==> src/rtl/mips_hazard_unit_if.sv <==
// Interface between the ID stage and the hazard unit: the ID-stage instruction
// description going in, and the stall / forwarding / statistics coming out.
interface mips_hazard_unit_if #(
    parameter int REG_NUM = 32,
    parameter int STAGES  = 3,
    parameter int CNT_W   = 32
);
    localparam int REG_W = $clog2(REG_NUM);
    localparam int SEL_W = $clog2(STAGES + 1);

    logic             id_valid;
    logic [REG_W-1:0] id_rs;
    logic [REG_W-1:0] id_rt;
    logic             id_uses_rs;
    logic             id_uses_rt;
    logic             id_reg_write;
    logic [REG_W-1:0] id_rd;
    logic             id_is_load;
    logic             flush;

    logic             stall;
    logic [SEL_W-1:0] fwd_a_sel;
    logic [SEL_W-1:0] fwd_b_sel;
    logic [CNT_W-1:0] stall_count;
    logic [CNT_W-1:0] hazard_count;

    // ID stage / pipeline control side
    modport master (
        output id_valid, id_rs, id_rt, id_uses_rs, id_uses_rt,
               id_reg_write, id_rd, id_is_load, flush,
        input  stall, fwd_a_sel, fwd_b_sel, stall_count, hazard_count
    );

    // Hazard unit side
    modport slave (
        input  id_valid, id_rs, id_rt, id_uses_rs, id_uses_rt,
               id_reg_write, id_rd, id_is_load, flush,
        output stall, fwd_a_sel, fwd_b_sel, stall_count, hazard_count
    );
endinterface

==> src/rtl/mips_hazard_unit.sv <==
// Hazard detection and forwarding control for the MIPS-lite 5-stage pipeline.
// A small scoreboard shadows the destination registers of the instructions in
// EX..WB; the ID instruction's sources are compared against it every cycle to
// produce a combinational stall and per-operand forwarding selects.
module mips_hazard_unit #(
    parameter int REG_NUM    = 32,
    parameter int STAGES     = 3,
    parameter int FORWARDING = 1,
    parameter int CNT_W      = 32
) (
    input  logic                clk,
    input  logic                rst_n,
    mips_hazard_unit_if.slave   hz
);
    localparam int REG_W = $clog2(REG_NUM);
    localparam int SEL_W = $clog2(STAGES + 1);

    // Scoreboard: entry 0 = EX, entry STAGES-1 = WB
    logic             sb_valid_reg [STAGES];
    logic [REG_W-1:0] sb_rd_reg    [STAGES];
    logic             sb_load_reg  [STAGES];

    logic [CNT_W-1:0] stall_count_reg;
    logic [CNT_W-1:0] hazard_count_reg;
    logic             counted_reg;

    // Per-entry hits for the entries that can cause a hazard (EX..stage before WB)
    logic [STAGES-2:0] hit_a;
    logic [STAGES-2:0] hit_b;

    logic             check_a;
    logic             check_b;
    logic             match_a;
    logic             match_b;
    logic [SEL_W-1:0] sel_a;
    logic [SEL_W-1:0] sel_b;
    logic             load_use;
    logic             stall;
    logic             accept;
    logic             any_match;

    // A source only participates if it is actually read and is not r0
    assign check_a = hz.id_uses_rs && (hz.id_rs != '0);
    assign check_b = hz.id_uses_rt && (hz.id_rt != '0);

    // The WB entry is excluded: the register file writes before it is read
    generate
        for (genvar gi = 0; gi < STAGES - 1; gi++) begin : g_hit
            assign hit_a[gi] = sb_valid_reg[gi] && (sb_rd_reg[gi] == hz.id_rs);
            assign hit_b[gi] = sb_valid_reg[gi] && (sb_rd_reg[gi] == hz.id_rt);
        end
    endgenerate

    assign match_a = check_a && (|hit_a);
    assign match_b = check_b && (|hit_b);

    // Priority-encode the youngest (lowest index) producer for each operand
    always_comb begin
        sel_a = '0;
        sel_b = '0;
        for (int k = STAGES - 2; k >= 0; k--) begin
            if (hit_a[k]) sel_a = SEL_W'(k + 1);
            if (hit_b[k]) sel_b = SEL_W'(k + 1);
        end
    end

    // A load still in EX cannot forward in time: its data exists only after MEM
    assign load_use = sb_load_reg[0] &&
                      ((check_a && hit_a[0]) || (check_b && hit_b[0]));

    // Decide stall and forwarding according to the pipeline flavour
    generate
        if (FORWARDING != 0) begin : g_fwd
            assign stall        = hz.id_valid && !hz.flush && load_use;
            assign hz.fwd_a_sel = (!stall && match_a) ? sel_a : '0;
            assign hz.fwd_b_sel = (!stall && match_b) ? sel_b : '0;
        end else begin : g_nofwd
            assign stall        = hz.id_valid && !hz.flush && (match_a || match_b);
            assign hz.fwd_a_sel = '0;
            assign hz.fwd_b_sel = '0;
        end
    endgenerate

    assign hz.stall        = stall;
    assign accept          = hz.id_valid && !stall && !hz.flush;
    assign any_match       = hz.id_valid && !hz.flush && (match_a || match_b);
    assign hz.stall_count  = stall_count_reg;
    assign hz.hazard_count = hazard_count_reg;

    // Shift the scoreboard one stage per cycle; entry 0 takes ID or a bubble
    always_ff @(posedge clk or negedge rst_n) begin
        if (!rst_n) begin
            for (int k = 0; k < STAGES; k++) begin
                sb_valid_reg[k] <= 1'b0;
                sb_rd_reg[k]    <= '0;
                sb_load_reg[k]  <= 1'b0;
            end
        end else begin
            sb_valid_reg[0] <= accept && hz.id_reg_write && (hz.id_rd != '0);
            sb_rd_reg[0]    <= hz.id_rd;
            sb_load_reg[0]  <= hz.id_is_load;
            for (int k = 1; k < STAGES; k++) begin
                sb_valid_reg[k] <= sb_valid_reg[k-1];
                sb_rd_reg[k]    <= sb_rd_reg[k-1];
                sb_load_reg[k]  <= sb_load_reg[k-1];
            end
        end
    end

    // Saturating statistics; `counted` stops a held instruction being recounted
    always_ff @(posedge clk or negedge rst_n) begin
        if (!rst_n) begin
            stall_count_reg  <= '0;
            hazard_count_reg <= '0;
            counted_reg      <= 1'b0;
        end else begin
            if (stall && (stall_count_reg != {CNT_W{1'b1}}))
                stall_count_reg <= stall_count_reg + 1'b1;
            if (any_match && !counted_reg && (hazard_count_reg != {CNT_W{1'b1}}))
                hazard_count_reg <= hazard_count_reg + 1'b1;
            // A stall implies a match, so the flag is simply "held by a stall"
            counted_reg <= stall;
        end
    end
endmodule

==> src/flat_wrapper.sv <==
// flat-port wrapper written by rule: the top's interface ports become plain ports
module mips_hazard_unit_flat 
#(
    parameter int REG_NUM    = 32,
    parameter int STAGES     = 3,
    parameter int FORWARDING = 1,
    parameter int CNT_W      = 32
)
  (clk, rst_n, hz_id_valid, hz_id_rs, hz_id_rt, hz_id_uses_rs, hz_id_uses_rt, hz_id_reg_write, hz_id_rd, hz_id_is_load, hz_flush, hz_stall, hz_fwd_a_sel, hz_fwd_b_sel, hz_stall_count, hz_hazard_count);
  mips_hazard_unit_if #(.REG_NUM(REG_NUM), .STAGES(STAGES), .CNT_W(CNT_W)) hz_i ();
  input  logic clk;
  input  logic rst_n;
  input wire logic [$bits(hz_i.id_valid)-1:0] hz_id_valid;
  input wire logic [$bits(hz_i.id_rs)-1:0] hz_id_rs;
  input wire logic [$bits(hz_i.id_rt)-1:0] hz_id_rt;
  input wire logic [$bits(hz_i.id_uses_rs)-1:0] hz_id_uses_rs;
  input wire logic [$bits(hz_i.id_uses_rt)-1:0] hz_id_uses_rt;
  input wire logic [$bits(hz_i.id_reg_write)-1:0] hz_id_reg_write;
  input wire logic [$bits(hz_i.id_rd)-1:0] hz_id_rd;
  input wire logic [$bits(hz_i.id_is_load)-1:0] hz_id_is_load;
  input wire logic [$bits(hz_i.flush)-1:0] hz_flush;
  output wire logic [$bits(hz_i.stall)-1:0] hz_stall;
  output wire logic [$bits(hz_i.fwd_a_sel)-1:0] hz_fwd_a_sel;
  output wire logic [$bits(hz_i.fwd_b_sel)-1:0] hz_fwd_b_sel;
  output wire logic [$bits(hz_i.stall_count)-1:0] hz_stall_count;
  output wire logic [$bits(hz_i.hazard_count)-1:0] hz_hazard_count;
  assign hz_i.id_valid = hz_id_valid;
  assign hz_i.id_rs = hz_id_rs;
  assign hz_i.id_rt = hz_id_rt;
  assign hz_i.id_uses_rs = hz_id_uses_rs;
  assign hz_i.id_uses_rt = hz_id_uses_rt;
  assign hz_i.id_reg_write = hz_id_reg_write;
  assign hz_i.id_rd = hz_id_rd;
  assign hz_i.id_is_load = hz_id_is_load;
  assign hz_i.flush = hz_flush;
  assign hz_stall = hz_i.stall;
  assign hz_fwd_a_sel = hz_i.fwd_a_sel;
  assign hz_fwd_b_sel = hz_i.fwd_b_sel;
  assign hz_stall_count = hz_i.stall_count;
  assign hz_hazard_count = hz_i.hazard_count;
  mips_hazard_unit #(.REG_NUM(REG_NUM), .STAGES(STAGES), .FORWARDING(FORWARDING), .CNT_W(CNT_W)) u_core (.clk(clk), .rst_n(rst_n), .hz(hz_i));
endmodule
==> config.mk <==
export PLATFORM = sky130hd
export DESIGN_NAME = mips_hazard_unit_flat
export DESIGN_NICKNAME = d
export VERILOG_FILES = /design/src/rtl/mips_hazard_unit_if.sv /design/src/rtl/mips_hazard_unit.sv /design/src/flat_wrapper.sv
export SDC_FILE = /design/constraint.sdc
export NUM_CORES = 1
export LEC_CHECK = 0
export CORE_ASPECT_RATIO = 0.9
export CORE_MARGIN = 2
export CORE_UTILIZATION = 30
export CTS_CLUSTER_DIAMETER = 120
export DETAILED_ROUTE_END_ITERATION = 8
export GPL_ROUTABILITY_DRIVEN = 0
export PLACE_DENSITY = 0.62
export SYNTH_ARGS = -nofsm -noshare
export SYNTH_HDL_FRONTEND = slang
export SYNTH_SLANG_ARGS = --single-unit
==> constraint.sdc <==
create_clock -name clk -period 4.2 [get_ports clk]
set_clock_uncertainty 0.1 [all_clocks]
set_input_delay 1.26 -clock clk [delete_from_list [all_inputs] [get_ports clk]]
set_output_delay 1.26 -clock clk [all_outputs]
set_load 0.01 [all_outputs]
==> flow_summary.json <==
{
  "die_h_um": 114,
  "regToRegEndpoint": "u_core.hz.hazard_count[26]",
  "antenna_cells": 0,
  "cts_buffers": 9,
  "syn_area_mm2": 0.00402,
  "syn_inst": 372,
  "dp_hpwl_um": 7200,
  "clockBufferDepth": 2,
  "setup_viol": 0,
  "multiInputGateArea_mm2": 0.00202,
  "synth-edff-count": 0,
  "timing.final.ws_setup_ps": 48.7,
  "ys_types": 38,
  "synth.most_common_cell": "dfrtp_1",
  "synth_warnings": 0,
  "wire_per_inst_um": 15.6,
  "port_buffers": 91,
  "drc": 0,
  "cts.sinks": 78,
  "antenna_found_initial": 0,
  "critPathKind": "primary input to output pin",
  "areaGrowthSynthToFinish_pct": 40.0,
  "crit_required_ps": 2840,
  "r2r-start": "u_core.hz.hazard_count[0]",
  "synth_largest_area_cell": "dfrtp_1",
  "ant_nets": 0,
  "grt_start_max_net_pins": 79,
  "clock_latency_ps": 340,
  "worst_pin_slew_ps": 1010,
  "cap_violations": 0,
  "yosysTopAreaCellShare_pct": 48.6,
  "met1_length_um": 4760,
  "cts_tree": "yes",
  "drtPass1Iterations": 5,
  "vdd_drop_max_v": 0.000202,
  "via_per_inst": 4.99,
  "synthTopCellsByCount": "78 x dfrtp_1, 48 x xnor2_1, 35 x nand3_1, 33 x nand4_1, 33 x xor2_1",
  "fmax_mhz": 241,
  "clk_pin_slew_ps": 50,
  "critical-path-top-delay-family": "simple AND/OR/NAND/NOR gates",
  "hp-start": "u_core.sb_valid_reg[2]",
  "path_common_cell": "buf_6",
  "path_buf_inv": 5,
  "drt_wl_total_um": 10400,
  "syn_area_per_cell_um2": 10.8,
  "yosys-top-cells-area": "dfrtp_1 49%, xnor2_1 10%, xor2_1 7.2%",
  "nNetsFinal": 517,
  "finalHoldViolCount": 0,
  "h-tree-depth": 3,
  "core_mm2": 0.0132,
  "crit_slowest_cell": "or4_4",
  "total_leakage_power_nw": 2.44,
  "holdCritPathClass": "flip-flop to flip-flop",
  "synth_fp_nets": 397,
  "cp-end-kind": "output pin",
  "hold_path_depth": 0,
  "dp_slack_ps": -686,
  "post-route-min-period_ps": 4150,
  "routed-via-count": 3316,
  "ys_seq_area_share_pct": 48.6,
  "yosys_register_bits": 78,
  "top_layer": "met4",
  "layout-drive-gt1-share_pct": 19.1,
  "synth-async-reset-ratio_pct": 100,
  "die-width_um": 126,
  "finish.utilization_pct": 42.5,
  "start_util_pct": 30.4,
  "num-fill-cells": 1283,
  "seq_area_mm2": 0.00195,
  "dieArea_mm2": 0.0143,
  "row_count": 40,
  "wl_met2_um": 4910,
  "cp-start-kind": "primary input",
  "num_io_pins": 92,
  "met3_length_um": 583,
  "grt_pass1_vias": 3431,
  "maxSlewViolCount": 0,
  "slowest_delay_ps": 540,
  "p_per_area_mw_per_mm2": 293,
  "worst-path-max-fanout": 6,
  "rr_worst_depth": 7,
  "grt_usage_pct": 15.3,
  "rsz0062_at_grt": "yes",
  "timing.final.crit_share_pct": 98.8,
  "hold_end": "u_core.sb_valid_reg[1]",
  "drt_iter0_drc": 201,
  "crit_chain": "buf_6 > buf_6 > xnor2_2 > nand2_1 > or4_4 > a21o_1 > inv_4 > buf_12 > buf_6",
  "crit_arrival_ps": 2790,
  "timing.slew.headroom_pct": 33.0,
  "hold_buffers": 0,
  "status": "finished, final reports clean",
  "synth_ff_type": "dfrtp_1",
  "grt-ovfl-total": 0,
  "rrSetupSlack_ps": 1480,
  "grt_pass1_wl_um": 17400,
  "cts-root-buf": "clkbuf_16",
  "finalPower_mw": 1.65
}
[cells by family after synthesis]
group / count (synthesis) / synth area share, %
mux: 2 / 0.561
compound gates: 5 / 0.748
simple gates: 188 / 28.8
flops: 78 / 48.6
fa+ha+maj: 2 / 0.623
xor+xnor: 82 / 18.1
buf+inv: 15 / 2.56
[through the flow]
step	hold slack, ps	area (um2)	cells	setup TNS (ps)
2_1_floorplan	274	4020	372	0
3_3_place_gp	327	5250	644	-3060
3_5_place_dp	332	5250	644	-3270
4_1_cts	346	5610	663	0
5_1_grt	356	5620	665	-33.1
6_report	344	5620	665	0
[routing by layer]
| metal | global-route usage [%] | vias up |
|---|---|---|
| li1 | - | 1583 |
| met1 | 19.2 | 1640 |
| met2 | 23.8 | 82 |
| met3 | 6.52 | 11 |
| met4 | 5.05 | 0 |
| met5 | 0 | - |
[worst max path at each step]
stage / from / endpoint / slack [ps] / cells after the start
6_report: hz_id_rt[0] / hz_stall / 50 / 9
5_1_grt: hz_id_rt[0] / hz_stall / -10 / 9
4_1_cts: hz_id_rt[0] / hz_fwd_b_sel[0] / 4 / 8
3_5_place_dp: hz_id_rs[3] / hz_fwd_b_sel[1] / -690 / 8
3_3_place_gp: hz_id_rt[1] / hz_stall / -650 / 8
2_1_floorplan: hz_id_rs[1] / hz_fwd_a_sel[1] / 40 / 8
[layout by cell type (no fill, tap or decap), types with 3 or more instances in the layout]
master	synthesis	routed
or4_1	5	3
nor4_2	6	7
and3_1	15	15
nor3_2	7	9
clkbuf_2	0	5
clkbuf_16	0	9
buf_4	1	27
buf_2	2	6
nand2_1	23	23
or4_4	2	4
and4_1	7	7
nor2_1	15	14
nand4_1	33	33
nand3_1	35	35
nor3_1	15	13
clkdlybuf4s50_1	0	74
clkbuf_8	0	5
xor2_1	33	33
and2_1	7	7
nor4_1	5	4
dfrtp_1	78	78
xnor2_2	1	5
xnor2_1	48	44
buf_6	5	6
[where the power goes]
part           total (mW)  internal (mW)  switching [mW]
combinational      0.0958         0.0494          0.0464
clock               0.783          0.480           0.303
sequential          0.770          0.760          0.0100
total                1.65           1.29           0.359
[worst reg2reg max path: cells and delay by family, from the launching register on]
kind	cells	cell delay, ps
flops	1	430
simple gates	5	1720
xor+xnor	1	150
fa+ha+maj	1	200
[timing repair]
action | CTS | global route
setup endpoints to repair | 5 | 5
gates resized for setup | 52 | 19
pin swaps | 14 | 16
setup buffers | 3 | 2
[final cells by class]
cell class	count	share of cell area, %
Clock buffer	14	5.23
Clock inverter	2	0.223
Inverter	2	0.178
Multi-Input combinational cell	279	36.0
Sequential cell	78	34.7
Tap cell	168	3.74
Timing Repair Buffer	122	19.9
No activity file was read; power rests on OpenSTA's default activity.
